<file path="src/rtl/arb_mux_rr.sv">
// arb_mux_rr: N-channel round-robin arbitrating multiplexer with one
// registered output stage and valid/ready handshakes on every channel.
module arb_mux_rr #(
   parameter int WIDTH = 64,
   parameter int N = 4,
   localparam int SELW = $clog2(N)
) (
   input  logic                 clk,
   input  logic                 reset_n,
   input  logic [N*WIDTH-1:0]   in_data,
   input  logic [N-1:0]         in_valid,
   output logic [N-1:0]         in_ready,
   output logic [WIDTH-1:0]     out_data,
   output logic                 out_valid,
   input  logic                 out_ready,
   output logic [SELW-1:0]      out_sel
);

   logic [SELW-1:0] ptr;
   logic [SELW-1:0] grant;
   logic [SELW-1:0] hi_grant;
   logic [SELW-1:0] lo_grant;
   logic            hi_found;
   logic            any_valid;
   logic            load_en;
   logic            take;

   assign any_valid = |in_valid;
   assign load_en   = !out_valid || out_ready;
   assign take      = load_en && any_valid;

   // Round-robin search: the lowest requester at or above ptr wins, otherwise
   // the lowest requester overall (the search wrapped past N-1).
   always_comb begin
      hi_grant = '0;
      lo_grant = '0;
      hi_found = 1'b0;
      for (int k = N - 1; k >= 0; k--) begin
         if (in_valid[k]) begin
            lo_grant = SELW'(k);
            if (k >= int'(ptr)) begin
               hi_grant = SELW'(k);
               hi_found = 1'b1;
            end
         end
      end
      grant = hi_found ? hi_grant : lo_grant;
   end

   // Only the granted channel sees ready, and only when the register can load.
   always_comb begin
      in_ready = '0;
      if (take) begin
         in_ready[grant] = 1'b1;
      end
   end

   // Output register and pointer: load on a grant, empty on an idle drain,
   // hold everything under backpressure.
   always_ff @(posedge clk or negedge reset_n) begin
      if (!reset_n) begin
         out_valid <= 1'b0;
         out_data  <= '0;
         out_sel   <= '0;
         ptr       <= '0;
      end else if (load_en) begin
         if (any_valid) begin
            out_valid <= 1'b1;
            out_data  <= in_data[int'(grant)*WIDTH +: WIDTH];
            out_sel   <= grant;
            ptr       <= (grant == SELW'(N - 1)) ? '0 : grant + 1'b1;
         end else begin
            out_valid <= 1'b0;
         end
      end
   end

endmodule

</file>
<file path="config.mk">
export PLATFORM = sky130hd
export DESIGN_NAME = arb_mux_rr
export DESIGN_NICKNAME = d
export VERILOG_FILES = /design/src/rtl/arb_mux_rr.sv
export SDC_FILE = /design/constraint.sdc
export NUM_CORES = 1
export LEC_CHECK = 0
export BUFFER_PORTS_ARGS = -buffer_cell sky130_fd_sc_hd__buf_4
export CAP_MARGIN = 20
export CORE_MARGIN = 2
export CORE_UTILIZATION = 30
export CTS_BUF_LIST = sky130_fd_sc_hd__clkbuf_8
export DETAILED_ROUTE_END_ITERATION = 10
export PLACE_DENSITY = 0.63
export SYNTH_ARGS = -nofsm -noshare
export SYNTH_HDL_FRONTEND = slang
export SYNTH_SLANG_ARGS = --single-unit
export TNS_END_PERCENT = 5
</file>
<file path="constraint.sdc">
create_clock -name clk -period 4.14 [get_ports clk]
set_clock_uncertainty 0.15 [all_clocks]
set_input_delay 0 -clock clk [delete_from_list [all_inputs] [get_ports clk]]
set_output_delay 0 -clock clk [all_outputs]
set_load 0.005 [all_outputs]
</file>
Word level (Yosys, flattened, before mapping)
Cells that the tools add are included.
- logic and storage cells: 41
- input port bits: 263
- bits in registers: 69
- output and inout port bits: 71
- $add $sub $neg: 1
- order comparisons: 5
- reduce and logical (&&, ||, !) cells: 6
- shifts and indexed selects: 1
- mux-type cells: 23
- equal/unequal tests: 1
- operators with widths (kind ; number):
    256-bit by 9-bit variable part select with 64-bit output ; 1
    2-bit 2-to-1 mux ; 12
    1-bit 2-to-1 mux ; 9
    1-bit by 2-bit greater-or-equal comparator with 1-bit output, first input constant ; 2
    4-bit 2-to-1 mux ; 1
    4-bit OR reduction ; 1
    2-bit by 3-bit < comparator with 1-bit output, second input constant ; 1
    2-bit by 1-bit adder with 2-bit output, second input constant ; 1
    1-bit demux with 2-bit select ; 1
    2-bit equality test, second input constant ; 1
    2-bit by 1-bit greater-or-equal comparator with 1-bit output, second input constant ; 1
    2-bit greater-or-equal comparator, first input constant ; 1
    1-bit logical AND ; 2
    2-bit AND reduction ; 1
    1-bit logical NOT ; 1
    1-bit logical OR ; 1

Depth between registers and ports, before layout
Gate-level depths: netlist of the first run.
- depth after elaboration: 13
- gate-level depth with buffers: 9
- depth with buffers taken out: 6

Least setup slack after synthesis of the first run
No wires, ideal clock.
- path kind: flip-flop to flip-flop
- start point: register ptr[1]
- end point: register out_data[10]
- path buffers: 2
- slack: 2.019 ns
- setup time: 0.126 ns
- arrival: 1.845 ns
- stages on the path, launching flop included: 9
- clock period less this slack: 2.121 ns
- data required time: 3.864 ns
- cells stage by stage: dfrtp_1 buf_2 nand2_1 a21oi_2 nor3_4 inv_2 buf_6 mux2_4 a221o_1
- cells in the longest elaborated chain, start to end: 9
- elaborated cells on any way between the ends: 17
- classes of those cells: order compare (3); shift (1); mux (13)
- ends and longest elaborated chain (item ; RTL line ; source):
    from (decl) ; 19 ; logic [SELW-1:0] ptr;
    from (signal assigned) ; 71 ; ptr <= (grant == SELW'(N - 1)) ? '0 : grant + 1'b1;
    2-bit greater-or-equal comparator ; 41 ; if (k >= int'(ptr)) begin
    2-bit 2-to-1 mux / 1-bit 2-to-1 mux (equally long branches) ; 41 ;
    2-bit 2-to-1 mux / 1-bit 2-to-1 mux (equally long branches) ; 39 ; if (in_valid[k]) begin
    2-bit 2-to-1 mux / 1-bit 2-to-1 mux (equally long branches) ; 41 ;
    2-bit 2-to-1 mux / 1-bit 2-to-1 mux (equally long branches) ; 39 ;
    2-bit 2-to-1 mux / 1-bit 2-to-1 mux (equally long branches) ; 41 ;
    2-bit 2-to-1 mux / 1-bit 2-to-1 mux (equally long branches) ; 39 ;
    2-bit 2-to-1 mux (*) ; 47 ; grant = hi_found ? hi_grant : lo_grant;
    via grant[0] ; 20 ; logic [SELW-1:0] grant;
    256-bit by 9-bit variable part select with 64-bit output (*) ; 69 ; out_data <= in_data[int'(grant)*WIDTH +: WIDTH];
    to (signal assigned) ; 69 ;
    to (decl) ; 13 ; output logic [WIDTH-1:0] out_data,
The timed path passes the listed nets; every way through them passes the cells marked *.
A chain may end at the register's enable or synchronous reset.

Worst setup path after layout of the first run
- start point: register ptr[1]
- end point: register out_data[4]
The elaborated chain is that of the path after synthesis.

==> metrics.csv, run 1 <==
metric,value,unit
pins over their slew limit,0,
global-route wire length before repair,36340,um
global-route congestion overflow total,0,
GP Congestion,0.8906,
Required @ worst endpoint,4.27,ns
outcome,"complete, no violations",
total power,4313,uW
HP Class,primary input to async pin,
router iterations before antenna repair,5,
Yosys reg bits,69,
Worst EP arrival,4.06,ns
Root Buffer,clkbuf_8,
Net Sw Frac,35.39,%
design area,9644,sq um
CP endpoint,out_data[4],
vias in the first global route,7216,
syn avg cell area,9.807,sq um
CP Capture Type,flop,
Clk pwr share,11.9,%
Seq pwr share,26.7,%
detail-routed net length per standard cell,18.86,um
pre-CTS setup slack,1.179,ns
area share of the largest cell type after synthesis,35.21,%
share of cells above drive strength 1,39.58,%
final hold vios,0,
Reg-to-Reg End,out_data[4],
H-Tree Level Count,3,
IO Port Bufs,333,
max_slew headroom,37.93,%
fin crit share,94.91,%
I/O pin count,334,
# clock sinks,69,
Die Area,17380,sq um
DR vias,6432,
Max Cap Viol,0,
internal cell power,2787,uW
Max Fclk,0.2545,GHz
# setup viols final,0,
P_leak,0.004529,uW
clk buf depth,2,
Final Worst Setup Slack,0.2106,ns
CTS tree,built,
setup TNS,0,ns
clock latency on the worst-skew pair,0.34,ns
synth warn,0,
vias per std cell,5.320,
Fillers,1334,
antenna diode count,0,
routed wire length,22800,um
die width,131.8,um
initial drt markers,317,
largest net degree at the start of global routing,70,
switching power,1527,uW
register area share after synthesis,35.21,%
Area growth syn-to-layout,96.68,%
number of cells produced by synthesis,500,
Reg2Reg Depth,10,
Antenna Nets Post-Route,0,
mapped cell area,4903,sq um
DP Area,7522,sq um
DRC,0,
Die Y,131.8,um
WS Path Type,flop to flop,
RSZ-0062 raised after global routing,no,
async set-or-reset flop fraction in the synthesized netlist,100.0,%
core area,15940,sq um
synth top area cells,"dfrtp_1 35%, a211oi_1 8.6%, mux2_4 8.0%, mux2i_1 7.6%, a221o_1 5.5%",
"EDFF count, synth",0,
fin nets,1256,
Tot GR Track Use,25.90,%
starting density of the core,30.76,%
VDD IR max,0.2531,mV
ys flop type,dfrtp_1,
Comb power frac,61.4,%
pwr dens,447.2,nW/um^2
Worst setup SP type,flop,
Synth area leader,dfrtp_1,
r2r setup slk,0.21,ns
minimum clock period,3.929,ns
Worst Max-Slew Pin Slew,0.9311,ns
crit path from,ptr[1],
Yosys cell types,32,
final core utilization,60.49,%
placed wire-length estimate,14350,um
Num CTS Buffers,9,
FP Rows,46,
Synth Net Count,767,
initial antenna violation count,0,
CP Max Fanout,51,
# Post-CTS Setup Buffers,0,
clock slew at reported path FFs,0.08,ns
reg2reg start,ptr[1],
==> critical path, cell delays in order, from the launching register on <==
cell and delay [ns]:
dfrtp_1 0.47, nand2_1 0.18, a21oi_4 0.17, buf_4 0.38, nor3_4 0.13, inv_6 0.46, buf_4 0.34, mux2i_1 0.11
dlygate4sd3_1 0.57, a211oi_1 0.27, dlygate4sd3_1 0.61
==> synth_stat cells, types with 10 or more instances <==
library cell / count
a21oi_1: 28
o31ai_1: 36
nand4_1: 36
a21o_1: 11
buf_2: 13
mux2i_1: 37
and4_1: 28
a211oi_1: 56
dfrtp_1: 69
a221o_1: 27
o211ai_1: 10
clkbuf_1: 37
mux2_4: 26
nand2_1: 20
nor2_1: 31
==> final cells by class <==
class,instances,area (sq um),area share [%]
inverters,3,16.27,0.1687
clock buffers,12,165.2,1.713
multi-input cells,368,2909,30.16
well taps,216,270.3,2.802
clock inverters,3,12.51,0.1297
repair buffers,538,4544,47.12
flip-flops and latches,69,1727,17.90
==> what timing repair did <==
action / 4_1_cts / 5_1_grt
endpoints found under the hold margin: 134 / 0
endpoints found under the setup margin: 0 / 49
hold buffers: 192 / 0
resized for setup: 0 / 1
==> layout by cell type, fill, tap and decap left out, drive strengths merged <==
cell type    synthesis  final
a211oi              56     56
nor2                31     31
mux2                27     27
a211o                1      1
o21ai                1      1
o211ai              10     10
dlygate4sd3          0    192
clkinv               0      1
a221o               27     27
ha                   4      4
o21bai               1      1
o31ai               36     36
o21a                 1      1
nand4               36     36
buf                 23    346
a21o                11     11
nand2               20     20
and4                28     28
nor3                 1      1
nor2b                3      3
o21ba                1      1
inv                  3      5
clkbuf              37     12
mux2i               37     37
and2                 5      5
nor4                 1      1
dfrtp               69     69
a21oi               30     30
==> state kept, by name (all words and copies together), names as in the netlist <==
| name | cells |
|---|---|
| out_data | 64 |
| ptr | 2 |
| out_sel | 2 |
| out_valid | 1 |
==> per-stage QoR <==
stage | std cells | hold WS [ns]
after floorplan | 500 | -0.4456
after global placement | 1001 | 0.04444
after detailed placement | 1001 | 0.04359
after CTS | 1208 | 0.1992
after global routing | 1209 | 0.2728
final | 1209 | 0.2017
==> power groups by stage <==
stage                     combinational [uW]  sequential (uW)  clock (uW)
final                                   2650             1150         513
after global routing                    2840             1180         564
after CTS                               2590             1140         532
after detailed placement                1990             1150           0
after global placement                  1950             1140           0
after floorplan                         1080             1130           0
==> per-layer routing <==
layer  up-vias  global-route usage (%)  wire length (um)
li1       2959                       -                 -
met1      3093                   28.61              8701
met2       323                   47.27             11820
met3        57                   5.037              1520
met4         0                   13.10               763
met5         -                       0                 0
==> worst min-delay path by stage <==
stage | startpoint | end | slack [ns] | cells past startpoint
global placement | reset_n | out_data[21] | 0.04 | 1
finish | reset_n | out_data[17] | 0.20 | 2
floorplan | reset_n | out_data[0] | -0.45 | 0
detailed placement | reset_n | out_data[17] | 0.04 | 1
global route | reset_n | out_data[60] | 0.27 | 2
CTS | reset_n | out_data[17] | 0.20 | 2
==> cell families after synthesis <==
kind of cell | Yosys count | synth area share, %
muxes | 64 | 15.74
AOI/OAI and AO/OA | 175 | 26.82
and+or+nand+nor | 125 | 14.98
adders and majority gates | 4 | 1.021
DFF | 69 | 35.21
buffers and inverters | 63 | 6.226
(Power assumes the default switching activity.)
==> inputs of run 2 (changes only) <==
--- a/config.mk
+++ b/config.mk
@@ -7,6 +7,7 @@
 export LEC_CHECK = 0
 export BUFFER_PORTS_ARGS = -buffer_cell sky130_fd_sc_hd__buf_4
 export CAP_MARGIN = 20
+export CORE_ASPECT_RATIO = 2
 export CORE_MARGIN = 2
 export CORE_UTILIZATION = 30
 export CTS_BUF_LIST = sky130_fd_sc_hd__clkbuf_8
==> metrics.csv, run 2 (synthesized netlist as in run 1, its figures left out) <==
metric,value,unit,change
outcome,"complete, no violations",,
Hold Crit Depth,4,,
pwr dens,450.7,nW/um^2,+0.77%
reg2reg start,ptr[0],,
largest net degree at the start of global routing,70,,unchanged
Max Fclk,0.2589,GHz,+1.7%
Num CTS Buffers,9,,unchanged
setup TNS,0,ns,unchanged
# setup viols final,0,,unchanged
vias in the first global route,7074,,-2.0%
global-route wire length before repair,36140,um,-0.55%
Crit path buffers/inverters,4,,-1
starting density of the core,30.45,%,-0.31 points
DR vias,6529,,+1.5%
Required @ worst endpoint,4.28,ns,about the same
Antenna Nets Post-Route,0,,unchanged
IO Port Bufs,333,,unchanged
# hold bufs at CTS,194,,+1.0%
max_slew headroom,33.78,%,-4.1 points
CP Max Fanout,34,,-33%
Max Cap Viol,0,,unchanged
router iterations before antenna repair,4,,-1
Die Y,184.8,um,+40%
initial antenna violation count,1,,+1
routed wire length,24040,um,+5.4%
Reg2Reg Depth,9,,-1
CP cell instances,nor2b_1 -> o21ba_2 -> nor3_4 -> inv_4 -> buf_4 -> mux2i_1 -> dlygate4sd3_1 -> a211oi_1 -> dlygate4sd3_1,,
die width,94.40,um,-28%
H-Tree Level Count,3,,unchanged
Area growth syn-to-layout,97.35,%,
Die Area,17450,sq um,+0.36%
fin nets,1259,,+0.24%
CP top delay family,buffers and inverters,,
P_leak,0.004536,uW,+0.16%
Worst Max-Slew Pin Slew,0.9933,ns,+0.06221 ns
DP Area,7548,sq um,+0.35%
share of cells above drive strength 1,40.02,%,+0.44 points
GP Congestion,0.7863,,-12%
slowest CP cell,dlygate4sd3_1,,
Top reg by flops,out_data,,
biggest regs,"out_data (64), out_sel (2), ptr (2)",,
pins over their slew limit,0,,unchanged
total power,4361,uW,+1.1%
clk buf depth,2,,unchanged
Fillers,1352,,+1.3%
I/O pin count,334,,unchanged
Post-CTS Resized,0,,unchanged
max FFs per register,64,,unchanged
DRC,0,,unchanged
initial drt markers,252,,-21%
VDD IR max,0.2448,mV,-3.3%
crit path from,ptr[0],,
HP Class,primary input to flop,,
# Post-CTS Setup Buffers,0,,unchanged
stages on the worst setup path,9,,-1
placed wire-length estimate,14920,um,+4.0%
detail-routed net length per standard cell,20.00,um,+6.0%
WS Path Type,flop to flop,,
Hold Startpoint,in_data[162],,
# clock sinks,69,,unchanged
clock slew at reported path FFs,0.09,ns,about the same
clock latency on the worst-skew pair,0.34,ns,about the same
most frequent cells in the layout,"344 x buf_4, 194 x dlygate4sd3_1, 69 x dfrtp_1, 56 x a211oi_1, 37 x mux2i_1",,
design area,9677,sq um,+0.34%
core area,16100,sq um,+1.0%
"most common cell after layout, fill and taps aside",buf_4,,
CP most frequent cell,dlygate4sd3_1,,
Worst EP arrival,4.00,ns,-0.06 ns
fin crit share,93.30,%,-1.6 points
vias per std cell,5.432,,+2.1%
minimum clock period,3.863,ns,-0.06664 ns
Worst path max stage delay,0.60,ns,about the same
Tot GR Track Use,26.74,%,+0.84 points
final hold vios,0,,unchanged
CTS tree,built,,
Root Buffer,clkbuf_8,,
global-route congestion overflow total,0,,unchanged
RSZ-0062 raised after global routing,no,,
CP Capture Type,flop,,
Worst setup SP type,flop,,
FP Rows,66,,+43%
-- run 2: cell count changes in the layout (fill, tap and decap cells not counted), sizes merged --
cell         previous run  this run
buf                   346       347
clkbuf                 12        10
clkinv                  1         2
clkinvlp                0         2
diode                   0         1
dlygate4sd3           192       194
-- run 2: metrics by stage --
step	util [%]	std cells	hold slack (ns)	worst slack [ns]
5_1_grt	60.09	1202	0.04562	0.05186
3_5_place_dp	46.88	991	0.06734	1.427
4_1_cts	60.08	1201	0.007103	0.3472
6_report	60.09	1202	0.02332	0.2772
3_3_place_gp	46.63	989	0.06286	1.563
2_1_floorplan	-	500	-0.4456	2.019
-- run 2: worst reg2reg max path, stage by stage, from the launching register on --
cell	delay [ns]
dfrtp_1	0.40
nor2b_1	0.31
o21ba_2	0.26
nor3_4	0.06
inv_4	0.48
buf_4	0.54
mux2i_1	0.16
dlygate4sd3_1	0.58
a211oi_1	0.28
dlygate4sd3_1	0.60
-- run 2: power by group --
| group | switching, uW | total (uW) | internal (uW) | leakage (uW) |
|---|---|---|---|---|
| combinational | 1100 | 2680 | 1580 | 0.00364 |
| sequential | 188 | 1140 | 951 | 0.000812 |
| clock | 305 | 543 | 239 | 0.0000893 |
| total | 1590 | 4360 | 2770 | 0.00454 |
-- run 2: worst paths after layout --
check / to / slack, ns
setup reg to reg: out_data[33] / 0.28
max in group asynchronous: out_data[44] / 2.98
min in group asynchronous: out_data[1] / 0.14
hold reg to reg: out_sel[1] / 0.34
setup / recovery: out_data[33] / 0.28
hold / removal: out_data[34] / 0.02
-- run 2: cell type report --
class | instances | area, sq um | area share [%]
Tap cell | 204 | 255.2 | 2.638
Antenna cell | 1 | 2.502 | 0.02586
Timing Repair Buffer | 541 | 4584 | 47.38
Clock buffer | 10 | 137.6 | 1.422
Inverter | 3 | 13.76 | 0.1422
Sequential cell | 69 | 1727 | 17.84
Multi-Input combinational cell | 368 | 2910 | 30.07
Clock inverter | 6 | 46.29 | 0.4784
-- run 2: routing by layer --
layer | GRT usage [%] | part of all wire [%] | wire length (um)
met5 | 0 | 0 | 0
met3 | 7.689 | 10 | 2405
met2 | 46.94 | 49 | 11750
met1 | 28.80 | 37 | 8934
met4 | 13.22 | 3.9 | 949
==> inputs of run 3 (changes only) <==
--- a/config.mk
+++ b/config.mk
@@ -7,12 +7,14 @@
 export LEC_CHECK = 0
 export BUFFER_PORTS_ARGS = -buffer_cell sky130_fd_sc_hd__buf_4
 export CAP_MARGIN = 20
+export CELL_PAD_IN_SITES_DETAIL_PLACEMENT = 1
+export CELL_PAD_IN_SITES_GLOBAL_PLACEMENT = 1
 export CORE_ASPECT_RATIO = 2
 export CORE_MARGIN = 2
 export CORE_UTILIZATION = 30
 export CTS_BUF_LIST = sky130_fd_sc_hd__clkbuf_8
 export DETAILED_ROUTE_END_ITERATION = 10
-export PLACE_DENSITY = 0.63
+export PLACE_DENSITY = 0.84
 export SYNTH_ARGS = -nofsm -noshare
 export SYNTH_HDL_FRONTEND = slang
 export SYNTH_SLANG_ARGS = --single-unit
==> metrics.csv, run 3 (synthesized netlist as in run 1, its figures left out) <==
metric,value,unit,change
outcome,"complete, no violations",,
Clk pwr share,13.3,%,+0.8 points
global-route congestion overflow total,0,,unchanged
Hold Startpoint,in_valid[3],,
# clock sinks,69,,unchanged
switching power,1746,uW,+10%
pwr dens,477.6,nW/um^2,+6.0%
clock slew at reported path FFs,0.09,ns,about the same
# Post-CTS Setup Buffers,0,,unchanged
Fillers,1742,,+29%
minimum clock period,4.021,ns,+0.1586 ns
Worst setup SP type,flop,,
die width,94.40,um,unchanged
largest net degree at the start of global routing,70,,unchanged
max FFs per register,64,,unchanged
vias per std cell,5.684,,+4.7%
clk buf depth,2,,unchanged
fin nets,1256,,-0.24%
VDD IR max,0.2489,mV,+1.7%
I/O pin count,334,,unchanged
Comb power frac,61.3,%,about the same
Worst Max-Slew Pin Slew,1.083,ns,+0.08966 ns
Seq pwr share,25.4,%,-0.7 points
P_leak,0.004536,uW,about the same
router iterations before antenna repair,5,,+1
clock latency on the worst-skew pair,0.35,ns,about the same
core area,16100,sq um,unchanged
Required @ worst endpoint,4.27,ns,about the same
reg2reg start,ptr[0],,
Reg-to-Reg End,out_data[22],,
placed wire-length estimate,16740,um,+12%
max_slew headroom,27.64,%,-6.1 points
DR vias,6810,,+4.3%
vias in the first global route,7714,,+9.0%
pre-CTS setup slack,1.421,ns,-0.005710 ns
H-Tree Level Count,3,,unchanged
Top reg by flops,out_data,,
pins over their slew limit,0,,unchanged
r2r setup slk,0.12,ns,-0.16 ns
Die Area,17450,sq um,unchanged
share of cells above drive strength 1,39.64,%,-0.38 points
Net Sw Frac,37.84,%,+1.4 points
Num CTS Buffers,9,,unchanged
Tot GR Track Use,34.28,%,+7.5 points
IO Port Bufs,333,,unchanged
CTS tree,built,,
biggest regs,"out_data (64), out_sel (2), ptr (2)",,
Area growth syn-to-layout,97.07,%,
WS Path Type,flop to flop,,
Worst EP arrival,4.15,ns,+0.15 ns
most frequent cells in the layout,"343 x buf_4, 193 x dlygate4sd3_1, 69 x dfrtp_1, 56 x a211oi_1, 37 x mux2i_1",,
initial antenna violation count,0,,-1
routed wire length,30460,um,+27%
Root Buffer,clkbuf_8,,
internal cell power,2869,uW,+3.5%
FP Rows,66,,unchanged
GP Congestion,0.8152,,+3.7%
Final Worst Setup Slack,0.1186,ns,-0.1586 ns
HP Class,primary input to flop,,
Max Fclk,0.2487,GHz,-3.9%
CP Max Fanout,52,,+53%
RSZ-0062 raised after global routing,no,,
antenna diode count,0,,-1
detail-routed net length per standard cell,25.43,um,+27%
Reg2Reg Depth,9,,unchanged
final hold vios,0,,unchanged
CP Capture Type,flop,,
hold endpoint,ptr[0],,
"most common cell after layout, fill and taps aside",buf_4,,
Die Y,184.8,um,unchanged
Max Cap Viol,0,,unchanged
Hold Crit Depth,4,,unchanged
# setup viols final,0,,unchanged
DRC,0,,unchanged
initial drt markers,318,,+26%
fin crit share,97.14,%,+3.8 points
Antenna Nets Post-Route,0,,unchanged
global-route wire length before repair,45290,um,+25%
setup TNS,0,ns,unchanged
starting density of the core,30.45,%,unchanged
[run 3: metrics by stage]
stage | power (uW) | hold WS [ns] | std cells | utilization [%] | instance area [sq um]
final | 4615 | 0.07110 | 1198 | 60.01 | 9663
after global routing | 4845 | 0.1164 | 1198 | 60.01 | 9663
after CTS | 4410 | 0.04175 | 1197 | 59.87 | 9641
after detailed placement | 3187 | 0.06189 | 988 | 46.58 | 7501
after global placement | 3118 | 0.05967 | 988 | 46.58 | 7501
after floorplan | 2207 | -0.4456 | 500 | - | 4903
[run 3: worst max-delay path, stage by stage (launching register included)]
cell           delay, ns
dfrtp_1             0.40
nor2b_1             0.32
o21ba_2             0.26
nor3_4              0.07
inv_6               0.48
buf_12              0.35
mux2i_1             0.15
dlygate4sd3_1       0.61
a211oi_1            0.44
dlygate4sd3_1       0.68
[run 3: final cells by class]
type	instances	area [sq um]	area share [%]
tap	204	255.2	2.641
inverter	3	16.27	0.1683
timing repair buffer	538	4547	47.05
sequential	69	1727	17.87
clock inverter	7	83.83	0.8675
clock buffer	9	123.9	1.282
multi-input combinational	368	2910	30.12
[run 3: worst max-delay path by stage]
stage	startpoint	endpoint	slack, ns	depth (start not counted)
6_report	ptr[0]	out_data[22]	0.12	9
5_1_grt	ptr[0]	out_data[22]	0.06	9
4_1_cts	ptr[0]	out_data[20]	0.34	9
3_5_place_dp	ptr[0]	out_data[49]	1.42	7
3_3_place_gp	ptr[0]	out_data[49]	1.52	7
2_1_floorplan	ptr[1]	out_data[10]	2.02	8
[run 3: repair_timing]
| action | CTS | global route |
|---|---|---|
| hold buffers | 193 | 0 |
| setup endpoints to repair | 0 | 1 |
| endpoints found under the hold margin | 134 | 0 |
| gates resized for setup | 0 | 1 |
[run 3: power by group through the flow]
stage | Clock (uW) | Combinational, uW | Sequential [uW]
2_1_floorplan | 0 | 1080 | 1130
3_3_place_gp | 0 | 1990 | 1130
3_5_place_dp | 0 | 2040 | 1150
4_1_cts | 625 | 2650 | 1130
5_1_grt | 652 | 3000 | 1190
6_report | 613 | 2830 | 1170
[run 3: routing by layer]
layer / track usage, % / wire length (um) / vias to the layer above
met4: 18.49 / 1676 / 0
met5: 0 / 0 / -
li1: - / - / 2959
met2: 59.91 / 15410 / 406
met3: 9.642 / 2777 / 100
met1: 36.65 / 10600 / 3345
